==> config.mk <==
export PLATFORM = sky130hd
export DESIGN_NAME = buzzer_arbiter_module
export DESIGN_NICKNAME = d
export VERILOG_FILES = /design/src/rtl/buzzer_arbiter_module.sv
export SDC_FILE = /design/constraint.sdc
export NUM_CORES = 1
export LEC_CHECK = 0
export ABC_AREA = 1
export CORE_MARGIN = 5
export CORE_UTILIZATION = 36
export CTS_CLUSTER_DIAMETER = 150
export DETAILED_ROUTE_END_ITERATION = 12
export HOLD_SLACK_MARGIN = 0.12
export PLACE_DENSITY_LB_ADDON = 0.3
export SLEW_MARGIN = 10
export SYNTH_ARGS = -nofsm -noshare
export SYNTH_HDL_FRONTEND = slang
export SYNTH_SLANG_ARGS = --single-unit
==> constraint.sdc <==
create_clock -name CLK -period 2.5 [get_ports CLK]
set_input_delay 0.25 -clock CLK [delete_from_list [all_inputs] [get_ports CLK]]
set_output_delay 0.25 -clock CLK [all_outputs]
set_load 0.05 [all_outputs]
==> src/rtl/buzzer_arbiter_module.sv <==
// buzzer_arbiter_module
// Round-robin sharing of one active-low buzzer pad between three requesters.
// A grant plays a square-wave tone for the requested number of milliseconds,
// then the buzzer is forced silent for a fixed gap before the next grant.
// All outputs come straight from flops so the pad sees no combinational glitches.

module buzzer_arbiter_module #(
   parameter int MS_DIV   = 50000,  // clocks per 1 ms tick
   parameter int TONE_DIV = 12500,  // clocks per tone half-period
   parameter int GAP_MS   = 50      // silent gap after every grant, in ms (>=1)
) (
   input  logic        CLK,
   input  logic        RSTn,
   input  logic [2:0]  Req_Sig,
   input  logic [47:0] Dur_Bus,
   output logic [2:0]  Grant_Sig,
   output logic [2:0]  Done_Sig,
   output logic        Busy_Sig,
   output logic        Pin_Out
);

   // Counter widths; a divider of 1 still needs a 1-bit counter.
   localparam int DIV_W  = (MS_DIV   > 1) ? $clog2(MS_DIV)   : 1;
   localparam int HALF_W = (TONE_DIV > 1) ? $clog2(TONE_DIV) : 1;

   // Terminal counts, pre-sized to the counters they are compared against.
   localparam logic [DIV_W-1:0]  DIV_LAST  = DIV_W'(MS_DIV - 1);
   localparam logic [HALF_W-1:0] HALF_LAST = HALF_W'(TONE_DIV - 1);
   localparam logic [15:0]       GAP_LAST  = 16'(GAP_MS - 1);

   typedef enum logic [1:0] {
      ST_IDLE = 2'd0,
      ST_TONE = 2'd1,
      ST_GAP  = 2'd2
   } state_t;

   // Registered state and its next-state values.
   state_t            state_q, state_d;
   logic [1:0]        rr_q,    rr_d;     // requester searched first on the next grant
   logic [1:0]        idx_q,   idx_d;    // index of the requester currently served
   logic [15:0]       dur_q,   dur_d;    // latched tone length in ms
   logic [15:0]       ms_q,    ms_d;     // whole ms elapsed in TONE or GAP
   logic [DIV_W-1:0]  div_q,   div_d;    // clocks within the current ms
   logic [HALF_W-1:0] half_q,  half_d;   // clocks within the current tone half-period
   logic [2:0]        grant_q, grant_d;
   logic [2:0]        done_q,  done_d;
   logic              busy_q,  busy_d;
   logic              pin_q,   pin_d;

   // Arbiter and decode helpers.
   logic [1:0]        cand0, cand1, cand2;
   logic [1:0]        pick;
   logic [2:0]        pick_onehot;
   logic [15:0]       pick_dur;
   logic              req_held;
   logic              ms_tick;
   logic              tone_last;
   logic              gap_last;

   // Modulo-3 increment of a requester index.
   function automatic logic [1:0] inc3(input logic [1:0] x);
      return (x == 2'd2) ? 2'd0 : x + 2'd1;
   endfunction

   // Selects one request bit by index without an out-of-range read.
   function automatic logic req_bit(input logic [2:0] v, input logic [1:0] i);
      case (i)
         2'd0:    return v[0];
         2'd1:    return v[1];
         default: return v[2];
      endcase
   endfunction

   // Selects the 16-bit duration field belonging to requester i.
   function automatic logic [15:0] dur_field(input logic [47:0] bus, input logic [1:0] i);
      case (i)
         2'd0:    return bus[15:0];
         2'd1:    return bus[31:16];
         default: return bus[47:32];
      endcase
   endfunction

   // Converts a requester index to its one-hot grant vector.
   function automatic logic [2:0] onehot3(input logic [1:0] i);
      case (i)
         2'd0:    return 3'b001;
         2'd1:    return 3'b010;
         default: return 3'b100;
      endcase
   endfunction

   // Round-robin search: first set request starting at the pointer, wrapping mod 3.
   always_comb begin
      cand0 = rr_q;
      cand1 = inc3(cand0);
      cand2 = inc3(cand1);
      if (req_bit(Req_Sig, cand0)) begin
         pick = cand0;
      end else if (req_bit(Req_Sig, cand1)) begin
         pick = cand1;
      end else begin
         pick = cand2;
      end
      pick_onehot = onehot3(pick);
      pick_dur    = dur_field(Dur_Bus, pick);
   end

   // Terminal-count decodes for the shared ms timer used by both TONE and GAP.
   always_comb begin
      req_held  = req_bit(Req_Sig, idx_q);
      ms_tick   = (div_q == DIV_LAST);
      // A zero duration ends TONE after its single clock; otherwise the last
      // clock is the final divider count of the final millisecond.
      tone_last = (dur_q == 16'd0) || (ms_tick && (ms_q == dur_q - 16'd1));
      gap_last  = ms_tick && (ms_q == GAP_LAST);
   end

   // Next-state logic for the IDLE -> TONE -> GAP -> IDLE sequence and all outputs.
   always_comb begin
      state_d = state_q;
      rr_d    = rr_q;
      idx_d   = idx_q;
      dur_d   = dur_q;
      ms_d    = ms_q;
      div_d   = div_q;
      half_d  = half_q;
      grant_d = grant_q;
      done_d  = 3'b000;
      busy_d  = busy_q;
      pin_d   = pin_q;

      case (state_q)
         ST_IDLE: begin
            if (|Req_Sig) begin
               state_d = ST_TONE;
               idx_d   = pick;
               rr_d    = inc3(pick);
               dur_d   = pick_dur;
               grant_d = pick_onehot;
               busy_d  = 1'b1;
               ms_d    = 16'd0;
               div_d   = '0;
               half_d  = '0;
               // A zero-length tone never drives the pad.
               pin_d   = (pick_dur == 16'd0);
            end
         end

         ST_TONE: begin
            if (!req_held) begin
               // Requester withdrew: silence now, no Done, but still enforce the gap.
               state_d = ST_GAP;
               grant_d = 3'b000;
               pin_d   = 1'b1;
               ms_d    = 16'd0;
               div_d   = '0;
            end else if (tone_last) begin
               state_d = ST_GAP;
               grant_d = 3'b000;
               done_d  = grant_q;
               pin_d   = 1'b1;
               ms_d    = 16'd0;
               div_d   = '0;
            end else begin
               if (ms_tick) begin
                  div_d = '0;
                  ms_d  = ms_q + 16'd1;
               end else begin
                  div_d = div_q + 1'b1;
               end
               if (half_q == HALF_LAST) begin
                  half_d = '0;
                  pin_d  = ~pin_q;
               end else begin
                  half_d = half_q + 1'b1;
               end
            end
         end

         ST_GAP: begin
            if (gap_last) begin
               state_d = ST_IDLE;
               busy_d  = 1'b0;
               ms_d    = 16'd0;
               div_d   = '0;
            end else if (ms_tick) begin
               div_d = '0;
               ms_d  = ms_q + 16'd1;
            end else begin
               div_d = div_q + 1'b1;
            end
         end

         default: begin
            state_d = ST_IDLE;
            grant_d = 3'b000;
            busy_d  = 1'b0;
            pin_d   = 1'b1;
         end
      endcase
   end

   // State and output registers; reset silences the pad without waiting for a clock.
   always_ff @(posedge CLK or negedge RSTn) begin
      if (!RSTn) begin
         state_q <= ST_IDLE;
         rr_q    <= 2'd0;
         idx_q   <= 2'd0;
         dur_q   <= 16'd0;
         ms_q    <= 16'd0;
         div_q   <= '0;
         half_q  <= '0;
         grant_q <= 3'b000;
         done_q  <= 3'b000;
         busy_q  <= 1'b0;
         pin_q   <= 1'b1;
      end else begin
         state_q <= state_d;
         rr_q    <= rr_d;
         idx_q   <= idx_d;
         dur_q   <= dur_d;
         ms_q    <= ms_d;
         div_q   <= div_d;
         half_q  <= half_d;
         grant_q <= grant_d;
         done_q  <= done_d;
         busy_q  <= busy_d;
         pin_q   <= pin_d;
      end
   end

   assign Grant_Sig = grant_q;
   assign Done_Sig  = done_q;
   assign Busy_Sig  = busy_q;
   assign Pin_Out   = pin_q;

endmodule

Word-level counts from Yosys, hierarchy flattened --
Index checks and enable logic that the tools add are counted.
Storage, ports and cells: word-level logic and storage cells 107, register bits after elaboration 76, output and inout bits 8, input bits 53
Operators by class: eq/ne operators 19, bitwise operators 3, add/subtract/negate cells 7, mux-type cells 47, reduce and logical (&&, ||, !) cells 20
Operators by type and width (count):
- $mux W16 | 9
- $pmux W16 S3 | 2
- $mux W14 | 4
- $add A16 B1 Y16 const B | 2
- $logic_not A16 Y1 | 2
- $pmux W16 S2 | 1
- $pmux W14 S2 | 1
- $mux W2 | 9
- $mux W3 | 6
- $eq A16 B16 Y1 | 1
- $eq A16 B16 Y1 const B | 1
- $eq A16 B6 Y1 const B | 1
- $sub A16 B1 Y16 const B | 1
- $add A14 B1 Y14 const B | 1
- $eq A14 B14 Y1 const B | 1
- $reduce_and A3 Y1 | 4
- $eq A2 B1 Y1 const B | 5
- $logic_not A2 Y1 | 5
- $pmux W3 S3 | 1
- $eq A2 B2 Y1 const B | 4
- $ne A2 B2 Y1 const B | 4
- $mux W1 | 7
- $add A2 B1 Y2 const B | 3
- $pmux W1 S2 | 3
- 13 further kinds | 18

Depth between registers and ports, before layout --
Gate-level depths: netlist of the first run.
depth in word-level cells 12, depth in mapped cells 16, mapped depth without buffers 16

Least setup slack after synthesis of the first run --
OpenSTA, ideal clock, no wires.
path kind flip-flop to flip-flop, start register dur_q[0], end register ms_q[4], data required time 2367 ps, buffers on the path 1, path slack 429 ps, stages on the path, launching flop included 17, arrival 1939 ps, setup time 133 ps, period minus slack after synthesis 2071 ps, cell sequence dfrtp_1 inv_1 ha_1 inv_1 nor2_1 nand2_1 nand2_1 nand2_1 nor2_1 nand2_1 nor2_2 nand2_2 nand4_4 nand2_1 nand2_2 buf_4 o22ai_1
Between the ends: longest elaborated chain between the ends 7, elaborated cells on any way between the ends 8, classes of those cells 1 x add/sub; 1 x eq/ne; 3 x mux; 3 x reduce/logical
Ends and longest elaborated chain:
- from (decl) | RTL line 41 | logic [15:0] dur_q, dur_d;
- from (signal assigned) | RTL line 221 | dur_q <= dur_d;
- $sub A16 B1 Y16 | RTL line 114 | tone_last = (dur_q == 16'd0) || (ms_tick && (ms_q == dur_q - 16'd1));
- $eq A16 B16 Y1 | RTL line 114
- $logic_and A1 B1 Y1 | RTL line 114
- $logic_or A1 B1 Y1 (*) | RTL line 114
- $mux W16 (*) | RTL line 157 | end else if (tone_last) begin
- $mux W16 (*) | RTL line 150 | if (!req_held) begin
- $pmux W16 S3 (*) | RTL line 132 | case (state_q)
- to (signal assigned) | RTL line 222 | ms_q <= ms_d;
- to (decl) | RTL line 42 | logic [15:0] ms_q, ms_d;
Mark *: on every way between the ends. The rest lies on a longest branch, timed or not. A chain may end at the register's enable or synchronous reset.

Worst setup path in the final report of the first run --
start register dur_q[3], end register half_q[13]
Between the ends: longest elaborated chain between the ends 6, elaborated cells on any way between the ends 7, classes of those cells 1 x add/sub; 2 x eq/ne; 4 x reduce/logical
Ends and longest elaborated chain:
- $sub A16 B1 Y16 | RTL line 114
- $eq A16 B16 Y1 | RTL line 114
- $logic_and A1 B1 Y1 | RTL line 114
- $logic_or A1 B1 Y1 (*) | RTL line 114
- $ne A2 B2 Y1 (no line) (*)
- $reduce_and A4 Y1 (no line) (*)
- to (signal assigned) | RTL line 224 | half_q <= half_d;
- to (decl) | RTL line 44 | logic [HALF_W-1:0] half_q, half_d;
Marked as above.

==> out/results.txt, run 1 <==
Largest buffer count on any clock path = 2
Cells after Synth = 784
Sequential area share after synthesis = 35.7%
Pwr Density = 993 mW/mm²
Slowest cell delay on critical path = 0.44 ns
Lkg Pwr = 0.00297 µW
DP Wirelength = 10600 µm
CP arrival = 2.56 ns
Routed len/inst = 12.9 µm
Post-Route WL = 13500 µm
Final Hold Fails = 0
Antenna violations before repair = 0
Core ar. = 0.0145 mm²
Peak supply drop = 454 µV
Layout cells sized above 1 = 6.97%
CP Max Fanout = 15
Largest net degree at the start of global routing = 34
Clock slew at reported path FFs = 0.06 ns
First-pass DRT Iterations = 5
Most frequent cell after synthesis = nand2_1
Ys async rst share = 100%
WP buf/inv = 0
Worst clock skew = 0.00660 ns
IO Count = 61
Worst skew pair latency = 0.34 ns
Vias = 5074
Max-slew violations = 0
Min cycle time layout = 2.28 ns
Final Util = 44.9%
CP endpoint kind = flip-flop
H-tree levels = 3
CTS root buffer = clkbuf_16
Yosys cell types = 42
CP max-delay cell = dfrtp_1
Startpoint type of the worst setup path = flip-flop
Synth Register Bits = 76
CP delay by family, top = simple AND/OR/NAND/NOR gates
Total negative slack = 0 ns
Port bufs = 60
Post-synth top area share = 35.2%
Num rows = 44
Final setup vio count = 0
Most common library cells after synthesis = nand2_1 (214), inv_1 (110), nor2_1 (95)
Gr ovfl total = 0
Rel. slew slack = 52.7%
Layout area overhead = 22.3%
Clock tree sinks = 76
GR Util All Layers = 15.7%
DRT iter0 DRCs = 259
Status = completed
TritonCTS buffer count = 9
Max-cap violation count = 0
CP Cell Sequence = nor2_2 > nand2_2 > nor2_2 > nand2_1 > nand3_1 > nand4_1 > nor2_1 > nand2_2 > a31o_4 > nand2_4 > nand2_1 > nand2_1
Vias in the first global route = 4798
Count of flip-flops with a built-in enable after synthesis = 0
Die width = 132 µm
Synthesized area per cell = 6.80 µm²
Main synth FF type = dfrtp_1
Antenna-violating nets left = 0
WS Path Type = flip-flop to flip-flop
Synthesis Warnings = 0
Largest area contributor in the netlist = dfrtp_1
R2r startpoint = dur_q[3]
Fin crit share = 91.4%
Most used cell, CP = nand2_1
Via density = 4.86
DRC Markers = 0
RD Place Congestion = 0.882
Fmax = 438 MHz
Die Span Y = 132 µm
Syn_nets = 846
Post-Syn Area = 0.00534 mm²
Initial Util = 36.7%
Layout net count = 919
Slew @ Worst Pin = 0.703 ns
Critical path required time = 2.78 ns
RSZ-0062 raised after global routing = no
Diode count = 0
Crit path from = dur_q[3]
TritonCTS clock tree = done
First-pass GRT wire length = 22900 µm
Hold/Removal Path Class = input pin to async pin
Die footprint = 0.0174 mm²
Top cells by area, synth = dfrtp_1 (35%), nand2_1 (15%), inv_1 (7.7%)
-- cells by family (layout without fill, tap and decap cells) --
group           count (synthesis)  in the layout  share of synthesized area, %
compound gates                 82             82                          9.08
flops                          76             76                          35.7
xor+xnor                       42             42                          6.90
buf+inv                       129            206                          9.80
simple gates                  445            445                          36.3
mux                             1              1                         0.188
fa+ha+maj                       9              9                          2.11
-- state kept, by name, summed over array words and instances, names as in the netlist --
register,cells
Busy_Sig,1
Done_Sig,3
Grant_Sig,3
Pin_Out,1
cand0,2
div_q,16
dur_q,16
half_q,14
idx_q,2
ms_q,16
state_q,2
-- worst paths after layout --
path                              end  slack [ns]  cells after the start
max                        half_q[13]        0.22                     12
min                          div_q[9]        0.40                      2
max reg2reg                half_q[13]        0.22                     12
min reg2reg                  Busy_Sig        0.50                      2
max in group asynchronous    dur_q[4]        1.41                      3
min in group CLK             Busy_Sig        0.50                      2
-- where the power goes --
group | internal, µW | switching (µW) | leakage, µW
clock network | 789 | 507 | 0.000144
registers | 1480 | 257 | 0.00102
logic | 1160 | 2290 | 0.00181
-- worst register-to-register path: stages, from the launching register on --
cell and delay [ns]:
dfrtp_1 0.44, nor2_2 0.22, nand2_2 0.12, nor2_2 0.22, nand2_1 0.09, nand3_1 0.11, nand4_1 0.12, nor2_1 0.18
nand2_2 0.10, a31o_4 0.31, nand2_4 0.17, nand2_1 0.08, nand2_1 0.06
-- layout by cell type, fill, tap and decap left out, types with 2 or more instances in the layout --
| cell type | count |
|---|---|
| nand4_1 | 10 |
| nand3_1 | 74 |
| nand3b_1 | 4 |
| nor2_1 | 93 |
| nand2_2 | 5 |
| clkdlybuf4s50_1 | 59 |
| ha_1 | 9 |
| nor4_1 | 7 |
| nand2_4 | 3 |
| o21ai_0 | 35 |
| dfrtp_1 | 75 |
| a21oi_1 | 6 |
| xnor2_1 | 9 |
| clkinv_2 | 3 |
| clkbuf_16 | 9 |
| nand2_1 | 214 |
| nor3_1 | 19 |
| nor3_2 | 2 |
| inv_1 | 110 |
| nor2_2 | 10 |
| o22ai_1 | 30 |
| xor2_1 | 33 |
| o21ai_1 | 2 |
| buf_4 | 18 |
-- repair_timing --
item,in CTS,in global routing
hold buffers,1,0
setup buffers,0,0
setup endpoints to repair,0,45
endpoints found under the hold margin,30,0
resized for setup,0,4
-- layer usage --
| layer | routed length (µm) | global-route usage [%] | vias to the layer above |
|---|---|---|---|
| li1 | - | - | 2668 |
| met1 | 6490 | 21.3 | 2276 |
| met2 | 6080 | 24.9 | 106 |
| met3 | 588 | 2.37 | 24 |
| met4 | 348 | 6.69 | 0 |
| met5 | 0 | 0 | - |
-- final cells by class --
| class | count | area [µm²] |
|---|---|---|
| timing repair buffer | 79 | 756 |
| clock inverter | 5 | 52.6 |
| inverter | 112 | 420 |
| fill | 1516 | 8010 |
| clock buffer | 10 | 239 |
| sequential | 76 | 1900 |
| multi-input combinational | 579 | 2920 |
| tap | 184 | 230 |
-- stage by stage --
step	hold slack (ns)	cell area [µm²]	setup WS, ns	instances	power, µW
2_1_floorplan	-0.0456	5340	0.429	784	4180
3_3_place_gp	0.225	6210	-0.000219	1029	5170
3_5_place_dp	0.228	6210	-0.0342	1029	5170
4_1_cts	0.438	6510	0.172	1045	6490
5_1_grt	0.463	6530	0.0170	1045	7030
6_report	0.403	6530	0.216	1045	6480
Power figures use the tool's default switching activity.
==> inputs of run 2 (changes only) <==
--- a/config.mk
+++ b/config.mk
@@ -10,6 +10,7 @@
 export CORE_UTILIZATION = 36
 export CTS_CLUSTER_DIAMETER = 150
 export DETAILED_ROUTE_END_ITERATION = 12
+export DONT_BUFFER_PORTS = 1
 export HOLD_SLACK_MARGIN = 0.12
 export PLACE_DENSITY_LB_ADDON = 0.3
 export SLEW_MARGIN = 10
==> run 2 against run 1 <==
- flip-flop and latch count unchanged
- cell area is 9.0% lower
- cell count down 5.9%
- die area unchanged
- first-iteration DRC count increased by 47%
- utilization shrank 4.1 points
- largest cell class unchanged
- global-route usage down 0.13 points
- critical path type unchanged
- non-clock buffer count down 63
==> out/results.txt, run 2 (synthesis results as in run 1) <==
R2r startpoint = dur_q[0]
Gr ovfl total = 0
Routed len/inst = 13.5 µm
Reg2reg setup slack = 0.26 ns
Critical path required time = 2.78 ns
Via density = 4.93
WP buf/inv = 1
Vias = 4843
Final setup vio count = 0
DP Wirelength = 10000 µm
Lkg Pwr = 0.00273 µW
# placed instances = 965
Layout area overhead = 11.3%
H-tree levels = 3
Clock slew at reported path FFs = 0.06 ns
Final hold slack = 0.172 ns
Fill cells = 1554
Biggest regs = div_q: 16 flops, dur_q: 16 flops, ms_q: 16 flops
Die Span Y = 132 µm
Most used cell, CP = nor2_1
Layout cells sized above 1 = 7.13%
Slowest cell delay on critical path = 0.38 ns
Commonest non-fill, non-tap cell in the layout = nand2_1
CP arrival = 2.51 ns
Area of the multi-input gates = 0.00294 mm²
Status = completed
Diode count = 0
WS Path Type = flip-flop to flip-flop
Fmax = 447 MHz
Layout net count = 856
GR Util All Layers = 15.5%
CP Max Fanout = 15
Power, Total = 6380 µW
Peak supply drop = 579 µV
Rel. slew slack = 39.5%
Max-cap violation count = 0
Initial Util = 36.7%
First-pass DRT Iterations = 5
Min cycle time layout = 2.24 ns
Core ar. = 0.0145 mm²
First-pass GRT wire length = 22800 µm
Total area of sequential cells = 0.00190 mm²
Largest net degree at the start of global routing = 77
CP Cell Sequence = inv_2 > ha_2 > xnor2_1 > nor2_1 > nand3_1 > nor2_1 > nand4_1 > nor2_1 > nand2_2 > a31o_4 > nand2_8 > nand2_1 > nand2_1
Clock tree sinks = 76
RD Place Congestion = 0.888
Post-Route WL = 13300 µm
Final Hold Fails = 0
Max-slew violations = 0
Reg2reg end = half_q[6]
Worst clock skew = 0.00678 ns
Total negative slack = 0 ns
Reg2reg path depth = 13
DRC Markers = 0
CTS root buffer = clkbuf_16
Die width = 132 µm
CP endpoint kind = flip-flop
Die footprint = 0.0174 mm²
RSZ-0062 raised after global routing = no
Port bufs = 0
Antenna-violating nets left = 0
Num rows = 44
Largest buffer count on any clock path = 2
Pwr Density = 1070 mW/mm²
DRT iter0 DRCs = 380
TritonCTS buffer count = 9
Startpoint type of the worst setup path = flip-flop
CP delay by family, top = simple AND/OR/NAND/NOR gates
TritonCTS clock tree = done
Hold/Removal Path Class = input pin to flip-flop
IO Count = 61
Worst hold path cell count = 4
Worst skew pair latency = 0.34 ns
Fin crit share = 89.5%
Slew @ Worst Pin = 0.898 ns
Non-Filler Instances = 983
WHS Endpoint = dur_q[9]
CP max-delay cell = dfrtp_1
HP Start = Dur_Bus[9]
Vias in the first global route = 4704
Antenna violations before repair = 0
Commonest cells after routing, fill and taps aside = nand2_1 (214), inv_1 (109), nor2_1 (93)
Final Util = 40.8%
Setup repair bufs after CTS = 0
## run 2: layout make-up
class	instances	area share, %
Clock inverter	3	0.738
Tap cell	184	3.88
Sequential cell	76	32.1
Timing Repair Buffer	16	2.40
Multi-Input combinational cell	579	49.5
Clock buffer	13	4.38
Inverter	112	7.08
## run 2: worst max path at each step
stage                     slack (ns)         to  depth (start not counted)      from
after floorplan                 0.43    ms_q[4]                         16  dur_q[0]
after global placement          0.15   div_q[0]                         15  dur_q[0]
after detailed placement        0.08  div_q[15]                         14  dur_q[0]
after CTS                       0.06  div_q[15]                         14  dur_q[0]
after global routing            0.01    ms_q[5]                         12  dur_q[2]
final                           0.26  half_q[6]                         13  dur_q[0]
## run 2: per-stage QoR
| stage | cell area [µm²] | setup slack, ns |
|---|---|---|
| 2_1_floorplan | 5340 | 0.429 |
| 3_3_place_gp | 5570 | 0.152 |
| 3_5_place_dp | 5570 | 0.0761 |
| 4_1_cts | 5910 | 0.0555 |
| 5_1_grt | 5940 | 0.0149 |
| 6_report | 5940 | 0.263 |
## run 2: power breakdown
| group | total, µW | switching, µW | internal [µW] |
|---|---|---|---|
| clock network | 1340 | 513 | 830 |
| logic | 3170 | 2160 | 1010 |
| registers | 1870 | 398 | 1470 |
| total | 6380 | 3070 | 3310 |
## run 2: routing by layer
layer  part of all wire [%]  vias to the layer above  global-route usage, %  wire [µm]
met1                     50                     2193                   21.7       6640
met4                    1.4                        0                   4.40        191
met2                     44                       97                   24.4       5890
li1                       -                     2535                      -          -
met3                    4.1                       18                   3.13        543
met5                      0                        -                      0          0
## run 2: tightest hold or removal path, stage by stage
cell and delay [ns]:
nand2_1 0.03, nand3_1 0.08, nand2_1 0.05, o21ai_0 0.06
## run 2: timing repair
item / 4_1_cts / 5_1_grt
endpoints found under the hold margin: 76 / 0
endpoints found under the setup margin: 0 / 50
gates resized for setup: 0 / 9
hold buffers: 2 / 0
